## src/rtl/pong_pkg.sv

```systemverilog
// Shared PONG definitions: controller phases, screen/paddle geometry defaults
// and the ball centre position.
package pong_pkg;

    typedef enum logic [2:0] {
        IDLE,
        SERVE,
        PLAY,
        MISS,
        OVER
    } state_t;

    localparam int DEF_H_RES     = 800;
    localparam int DEF_V_RES     = 600;
    localparam int DEF_BALL_SIZE = 16;
    localparam int DEF_PADDLE_X  = 20;
    localparam int DEF_PADDLE_W  = 16;
    localparam int DEF_PADDLE_H  = 100;

    function automatic int centre(input int res, input int size);
        return res / 2 - size / 2;
    endfunction

    localparam int CX = centre(DEF_H_RES, DEF_BALL_SIZE);
    localparam int CY = centre(DEF_V_RES, DEF_BALL_SIZE);

endpackage

```

## src/rtl/frame_tick.sv

```systemverilog
// Registered rising-edge detector: one-cycle pulse after level goes 0->1.
module frame_tick (
    input  logic clk,
    input  logic rst_n,
    input  logic level,
    output logic pulse
);

    logic prev_q, prev_d;
    logic pulse_q, pulse_d;

    always_comb begin
        prev_d  = level;
        pulse_d = level & ~prev_q;
    end

    // prev resets high so a level already high at release is not an edge
    always_ff @(posedge clk or negedge rst_n) begin
        if (!rst_n) begin
            prev_q  <= 1'b1;
            pulse_q <= 1'b0;
        end else begin
            prev_q  <= prev_d;
            pulse_q <= pulse_d;
        end
    end

    assign pulse = pulse_q;

endmodule

```

## src/rtl/ball_ctl.sv

```systemverilog
// PONG ball/game controller, advanced once per frame on the vblank rising edge.
// Optional feature macro: BALL_SPEEDUP_EN (speed +1 on every 4th paddle hit).
module ball_ctl
    import pong_pkg::*;
#(
    parameter int H_RES       = DEF_H_RES,
    parameter int V_RES       = DEF_V_RES,
    parameter int BALL_SIZE   = DEF_BALL_SIZE,
    parameter int PADDLE_X    = DEF_PADDLE_X,
    parameter int PADDLE_W    = DEF_PADDLE_W,
    parameter int PADDLE_H    = DEF_PADDLE_H,
    parameter int STEP        = 4,
    parameter int MAX_SPEED   = 8,
    parameter int SERVE_DELAY = 60,
    parameter int LIVES       = 3
) (
    input  logic        clk,
    input  logic        rst,
    input  logic        vblnk_in,
    input  logic        start,
    input  logic [11:0] ypos,
    output logic [11:0] ball_x,
    output logic [11:0] ball_y,
    output logic [7:0]  score,
    output logic [1:0]  lives,
    output logic        game_over
);

    localparam int              SPW        = $clog2(MAX_SPEED + 1);
    localparam logic [12:0]     X_MAX      = 13'(H_RES - BALL_SIZE);
    localparam logic [12:0]     Y_MAX      = 13'(V_RES - BALL_SIZE);
    localparam logic [12:0]     X_CTR      = 13'(centre(H_RES, BALL_SIZE));
    localparam logic [12:0]     Y_CTR      = 13'(centre(V_RES, BALL_SIZE));
    localparam logic [12:0]     PAD_R      = 13'(PADDLE_X + PADDLE_W);
    localparam logic [12:0]     BSZ        = 13'(BALL_SIZE);
    localparam logic [12:0]     PAD_H      = 13'(PADDLE_H);
    localparam logic [SPW-1:0]  SPD_INIT   = SPW'(STEP);
    localparam logic [15:0]     SERVE_LAST = 16'(SERVE_DELAY - 1);
    localparam logic [1:0]      LIVES_INIT = 2'(LIVES);
`ifdef BALL_SPEEDUP_EN
    localparam logic [SPW-1:0]  SPD_MAX    = SPW'(MAX_SPEED);
`endif

    state_t         state_q, state_d;
    logic [12:0]    x_q, x_d, y_q, y_d;
    logic           right_q, right_d, down_q, down_d;
    logic [SPW-1:0] speed_q, speed_d;
    logic [7:0]     score_q, score_d;
    logic [1:0]     lives_q, lives_d;
    logic [15:0]    cnt_q, cnt_d;
    logic           over_q, over_d;

    logic           tick, start_edge;
    logic [12:0]    spd, ypos_w;
    logic           overlap;
    logic [7:0]     score_inc;

    frame_tick u_vblnk_tick (
        .clk   (clk),
        .rst_n (rst),
        .level (vblnk_in),
        .pulse (tick)
    );

    frame_tick u_start_edge (
        .clk   (clk),
        .rst_n (rst),
        .level (start),
        .pulse (start_edge)
    );

    always_comb begin
        state_d   = state_q;
        x_d       = x_q;
        y_d       = y_q;
        right_d   = right_q;
        down_d    = down_q;
        speed_d   = speed_q;
        score_d   = score_q;
        lives_d   = lives_q;
        cnt_d     = '0;
        spd       = 13'(speed_q);
        ypos_w    = {1'b0, ypos};
        overlap   = (y_q + BSZ > ypos_w) && (y_q < ypos_w + PAD_H);
        score_inc = (score_q == '1) ? score_q : score_q + 8'd1;

        case (state_q)
            IDLE: begin
                x_d     = X_CTR;
                y_d     = Y_CTR;
                right_d = 1'b1;
                down_d  = 1'b1;
                speed_d = SPD_INIT;
                if (start_edge) begin
                    state_d = SERVE;
                    score_d = '0;
                    lives_d = LIVES_INIT;
                end
            end
            SERVE: begin
                x_d     = X_CTR;
                y_d     = Y_CTR;
                right_d = 1'b1;
                down_d  = 1'b1;
                speed_d = SPD_INIT;
                cnt_d   = cnt_q;
                if (tick) begin
                    if (cnt_q == SERVE_LAST) begin
                        state_d = PLAY;
                        cnt_d   = '0;
                    end else begin
                        cnt_d = cnt_q + 16'd1;
                    end
                end
            end
            PLAY: begin
                if (tick) begin
                    if (down_q) begin
                        if (y_q + spd > Y_MAX) begin
                            y_d    = Y_MAX;
                            down_d = 1'b0;
                        end else begin
                            y_d = y_q + spd;
                        end
                    end else if (y_q < spd) begin
                        y_d    = '0;
                        down_d = 1'b1;
                    end else begin
                        y_d = y_q - spd;
                    end

                    // x - s < PAD_R rewritten as x < PAD_R + s to avoid underflow
                    if (right_q) begin
                        if (x_q + spd > X_MAX) begin
                            x_d     = X_MAX;
                            right_d = 1'b0;
                        end else begin
                            x_d = x_q + spd;
                        end
                    end else if (x_q >= PAD_R && x_q < PAD_R + spd && overlap) begin
                        x_d     = PAD_R;
                        right_d = 1'b1;
                        score_d = score_inc;
`ifdef BALL_SPEEDUP_EN
                        if (score_inc[1:0] == 2'b00 && speed_q < SPD_MAX)
                            speed_d = speed_q + 1'b1;
`endif
                    end else if (x_q < spd) begin
                        state_d = MISS;
                    end else begin
                        x_d = x_q - spd;
                    end
                end
            end
            MISS: begin
                lives_d = lives_q - 2'd1;
                if (lives_q == 2'd1) begin
                    state_d = OVER;
                end else begin
                    state_d = SERVE;
                    x_d     = X_CTR;
                    y_d     = Y_CTR;
                    right_d = 1'b1;
                    down_d  = 1'b1;
                end
            end
            OVER: begin
                if (start_edge) begin
                    state_d = IDLE;
                    x_d     = X_CTR;
                    y_d     = Y_CTR;
                    right_d = 1'b1;
                    down_d  = 1'b1;
                    speed_d = SPD_INIT;
                    score_d = '0;
                    lives_d = LIVES_INIT;
                end
            end
            default: state_d = IDLE;
        endcase

        over_d = (state_d == OVER);
    end

    always_ff @(posedge clk or negedge rst) begin
        if (!rst) begin
            state_q <= IDLE;
            x_q     <= X_CTR;
            y_q     <= Y_CTR;
            right_q <= 1'b1;
            down_q  <= 1'b1;
            speed_q <= SPD_INIT;
            score_q <= '0;
            lives_q <= LIVES_INIT;
            cnt_q   <= '0;
            over_q  <= 1'b0;
        end else begin
            state_q <= state_d;
            x_q     <= x_d;
            y_q     <= y_d;
            right_q <= right_d;
            down_q  <= down_d;
            speed_q <= speed_d;
            score_q <= score_d;
            lives_q <= lives_d;
            cnt_q   <= cnt_d;
            over_q  <= over_d;
        end
    end

    assign ball_x    = x_q[11:0];
    assign ball_y    = y_q[11:0];
    assign score     = score_q;
    assign lives     = lives_q;
    assign game_over = over_q;

endmodule

```

## config.mk

```make
export PLATFORM = sky130hd
export DESIGN_NAME = ball_ctl
export DESIGN_NICKNAME = d
export VERILOG_FILES = /design/src/rtl/pong_pkg.sv /design/src/rtl/frame_tick.sv /design/src/rtl/ball_ctl.sv
export SDC_FILE = /design/constraint.sdc
export NUM_CORES = 1
export LEC_CHECK = 0
export CAP_MARGIN = 15
export CORE_UTILIZATION = 30
export DETAILED_ROUTE_END_ITERATION = 10
export PLACE_DENSITY = 0.46
export SETUP_SLACK_MARGIN = 0.15
export SLEW_MARGIN = 20
export SYNTH_ARGS = -nofsm -noshare
export SYNTH_HDL_FRONTEND = slang
export SYNTH_SLANG_ARGS = --single-unit
```

## constraint.sdc

```tcl
create_clock -name clk -period 3.2 [get_ports clk]
set_input_delay 0.96 -clock clk [delete_from_list [all_inputs] [get_ports clk]]
set_output_delay 0.96 -clock clk [all_outputs]
set_load 0.02 [all_outputs]
```

==> results.cfg <==
[final_layout]
nFillCells = 1571
syn2layout_area_growth_pct = 34.1
final_cell_area_sq_mm = 0.00648
layout-drive-gt1-share = 0.243
antenna_cells = 0
multi_input_area_sq_mm = 0.00333
regArea_sq_mm = 0.00147
final_util = 0.410
instances_no_fill = 892
fin_nets = 720

[clock_tree]
clk-insertion-delay-late_ns = 0.34
numCtsBuffers = 9
clkTransAtPathRegs_ns = 0.05
cts_htree_levels = 3
cts_tree = yes
holdBufCountCts = 0
numClockSinks = 58
clk_path_buf_depth = 2
root_buffer = clkbuf_16

[routing]
routed_wl_um = 13300
drc = 0
num_vias = 4582
ant_nets = 0
dr.pass1.iters = 5
drt_iter0_markers = 247
drt-vias-per-instance = 5.14
drt-wirelength-per-cell_um = 15.0

[grt]
grt_pass1_wl_um = 22200
grt-ovfl-total = 0
grt_pass1_vias = 4452
grt_max_degree = 59
grt_use_total = 0.169
antenna_found_initial = 0

[floorplanning]
core_region_area_sq_mm = 0.0158
die_x_um = 129
die_y_um = 129
start_util = 0.305
pin_count = 51
die_area_sq_mm = 0.0166
rows = 46

[logic_synthesis]
synth_top_area_frac = 0.238
synth_ff_type = dfrtp_1
async_reset_ff_frac = 1.00
yosys.area.top_type = dfrtp_1
synth_edf_count = 0
ys_types = 70
postSynthAreaPerCell_sq_um = 8.10
yosys-top-cells-area = dfrtp_1 24%, ha_1 8.5%, dfstp_2 6.5%, a21oi_1 4.6%, xnor2_1 4.3%
synth_cells = 597
synth.top_cells.by_count = 49 x nand2_1, 49 x nor2_1, 46 x dfrtp_1
seq_area_frac_synth = 0.303
synth_area_sq_mm = 0.00483
ys_warn_count = 0
synth_seq_cells = 58

[timing]
slew_headroom = 0.481
setup-violations-final = 0
period_needed_ns = 3.16
drv_slew = 0
hold_ws_ns = 0.486
finalCritPeriodShare = 0.989
fmax_mhz = 316
finalHoldViolations = 0
rsz0062_at_grt = true
skew_ns = 0.00493
max_slew.worst_pin.slew_ns = 0.779
tns_ns = 0

[power]
switching_share = 0.242
power_frac_seq = 0.382
comb_power_share = 0.112
leakagePower_uw = 0.00267
intPower_uw = 1570
p_switching_uw = 500
irDropWorstVdd_v = 0.000292
power_density_mw_per_mm2 = 319
power_frac_clock = 0.506

[worst_setup_path]
cp_max_fo = 6
crit_arrival_ns = 3.42
critical_path_class = in2reg
start_kind = primary input
cp-end-kind = flop
required_ns = 3.45

[place]
place.gp.congestion = 0.832
hpwl_um = 9620
portBuffers = 46
dp.cells = 861
postPlaceCellArea_sq_mm = 0.00573

[min_path]
hold_path_class = reg2reg

[status]
status = complete, no violations

[job]
max-cap-violations = 0
## kinds of logic after synthesis
family,share of synthesized area
AOI/OAI and AO/OA,0.196
xor gates and xnor gates,0.0670
adders and majority gates,0.0854
buffers and inverters,0.0882
DFF,0.303
muxes,0.0109
other,0.000776
and+or+nand+nor,0.248
## worst paths after layout
kind,slack (ns),cells after the start,to,from
setup / recovery,0.04,12,x_q[10],ypos[11]
hold / removal,0.49,1,u_start_edge.pulse,u_start_edge.prev_q
setup reg to reg,0.05,15,x_q[10],y_q[5]
hold reg to reg,0.49,1,u_start_edge.pulse,u_start_edge.prev_q
max in group asynchronous,1.90,2,y_q[9],rst
min in group asynchronous,0.79,2,u_start_edge.pulse,rst
## layer usage
metal,share of wire,global-route usage
met1,0.47,0.220
met2,0.49,0.281
met3,0.027,0.0241
met4,0.014,0.0706
met5,0,0
## stage by stage
stage | setup WS [ns] | total power (uW)
finish | 0.0366 | 2070
global route | -0.0870 | 2150
CTS | 0.0258 | 2080
detailed placement | -0.741 | 1010
global placement | -0.675 | 1010
floorplan | 0.107 | 921
## layout make-up
type                       count  share of cell area
clock buffer                  11              0.0374
timing repair buffer         108               0.148
inverter                      35              0.0207
clock inverter                 5              0.0120
tap                          216              0.0417
sequential                    58               0.226
multi-input combinational    459               0.514
## cell usage in the layout, fill, tap and decap left out, types with 7 or more instances in the layout
master / n
nor3_1: 14
o21ai_0: 27
clkbuf_16: 10
o31ai_1: 9
a31oi_1: 13
buf_4: 55
o211ai_1: 9
clkdlybuf4s50_1: 36
nor2_1: 47
nand4_1: 14
and3_1: 7
nand3_1: 29
nor2b_1: 8
xor2_1: 13
nand2b_1: 7
dfrtp_1: 46
dfstp_2: 12
ha_1: 28
inv_1: 29
nand2_1: 45
xnor2_1: 23
a21oi_1: 37
## worst max-delay path, stage by stage
cell and delay [ns]:
clkdlybuf4s50_1 0.47, inv_1 0.08, ha_1 0.35, a21oi_2 0.15, nand2_2 0.07, or3_4 0.38, o21a_1 0.18, o211ai_1 0.21
buf_4 0.16, clkbuf_16 0.14, o211ai_1 0.08, a31oi_1 0.18
## power by group through the flow
stage	Clock [uW]	Sequential [uW]	Combinational (uW)
after floorplan	0	792	129
after global placement	0	801	205
after detailed placement	0	801	209
after CTS	1070	790	223
after global routing	1100	795	259
final	1050	790	232
## registers in the layout, indices dropped and copies added, names as in the netlist, 2 cells and up
name     flops
score        8
cnt_q       16
lives        2
y_q         11
x_q         11
state_q      3
## repair_timing
action	in CTS	in global routing
buffers inserted	7	7
setup endpoints to repair	20	20
endpoints found under the hold margin	0	0
pin swaps	26	41
gates resized for setup	62	39
gates cloned	1	0
No activity file was read; power rests on OpenSTA's default activity.
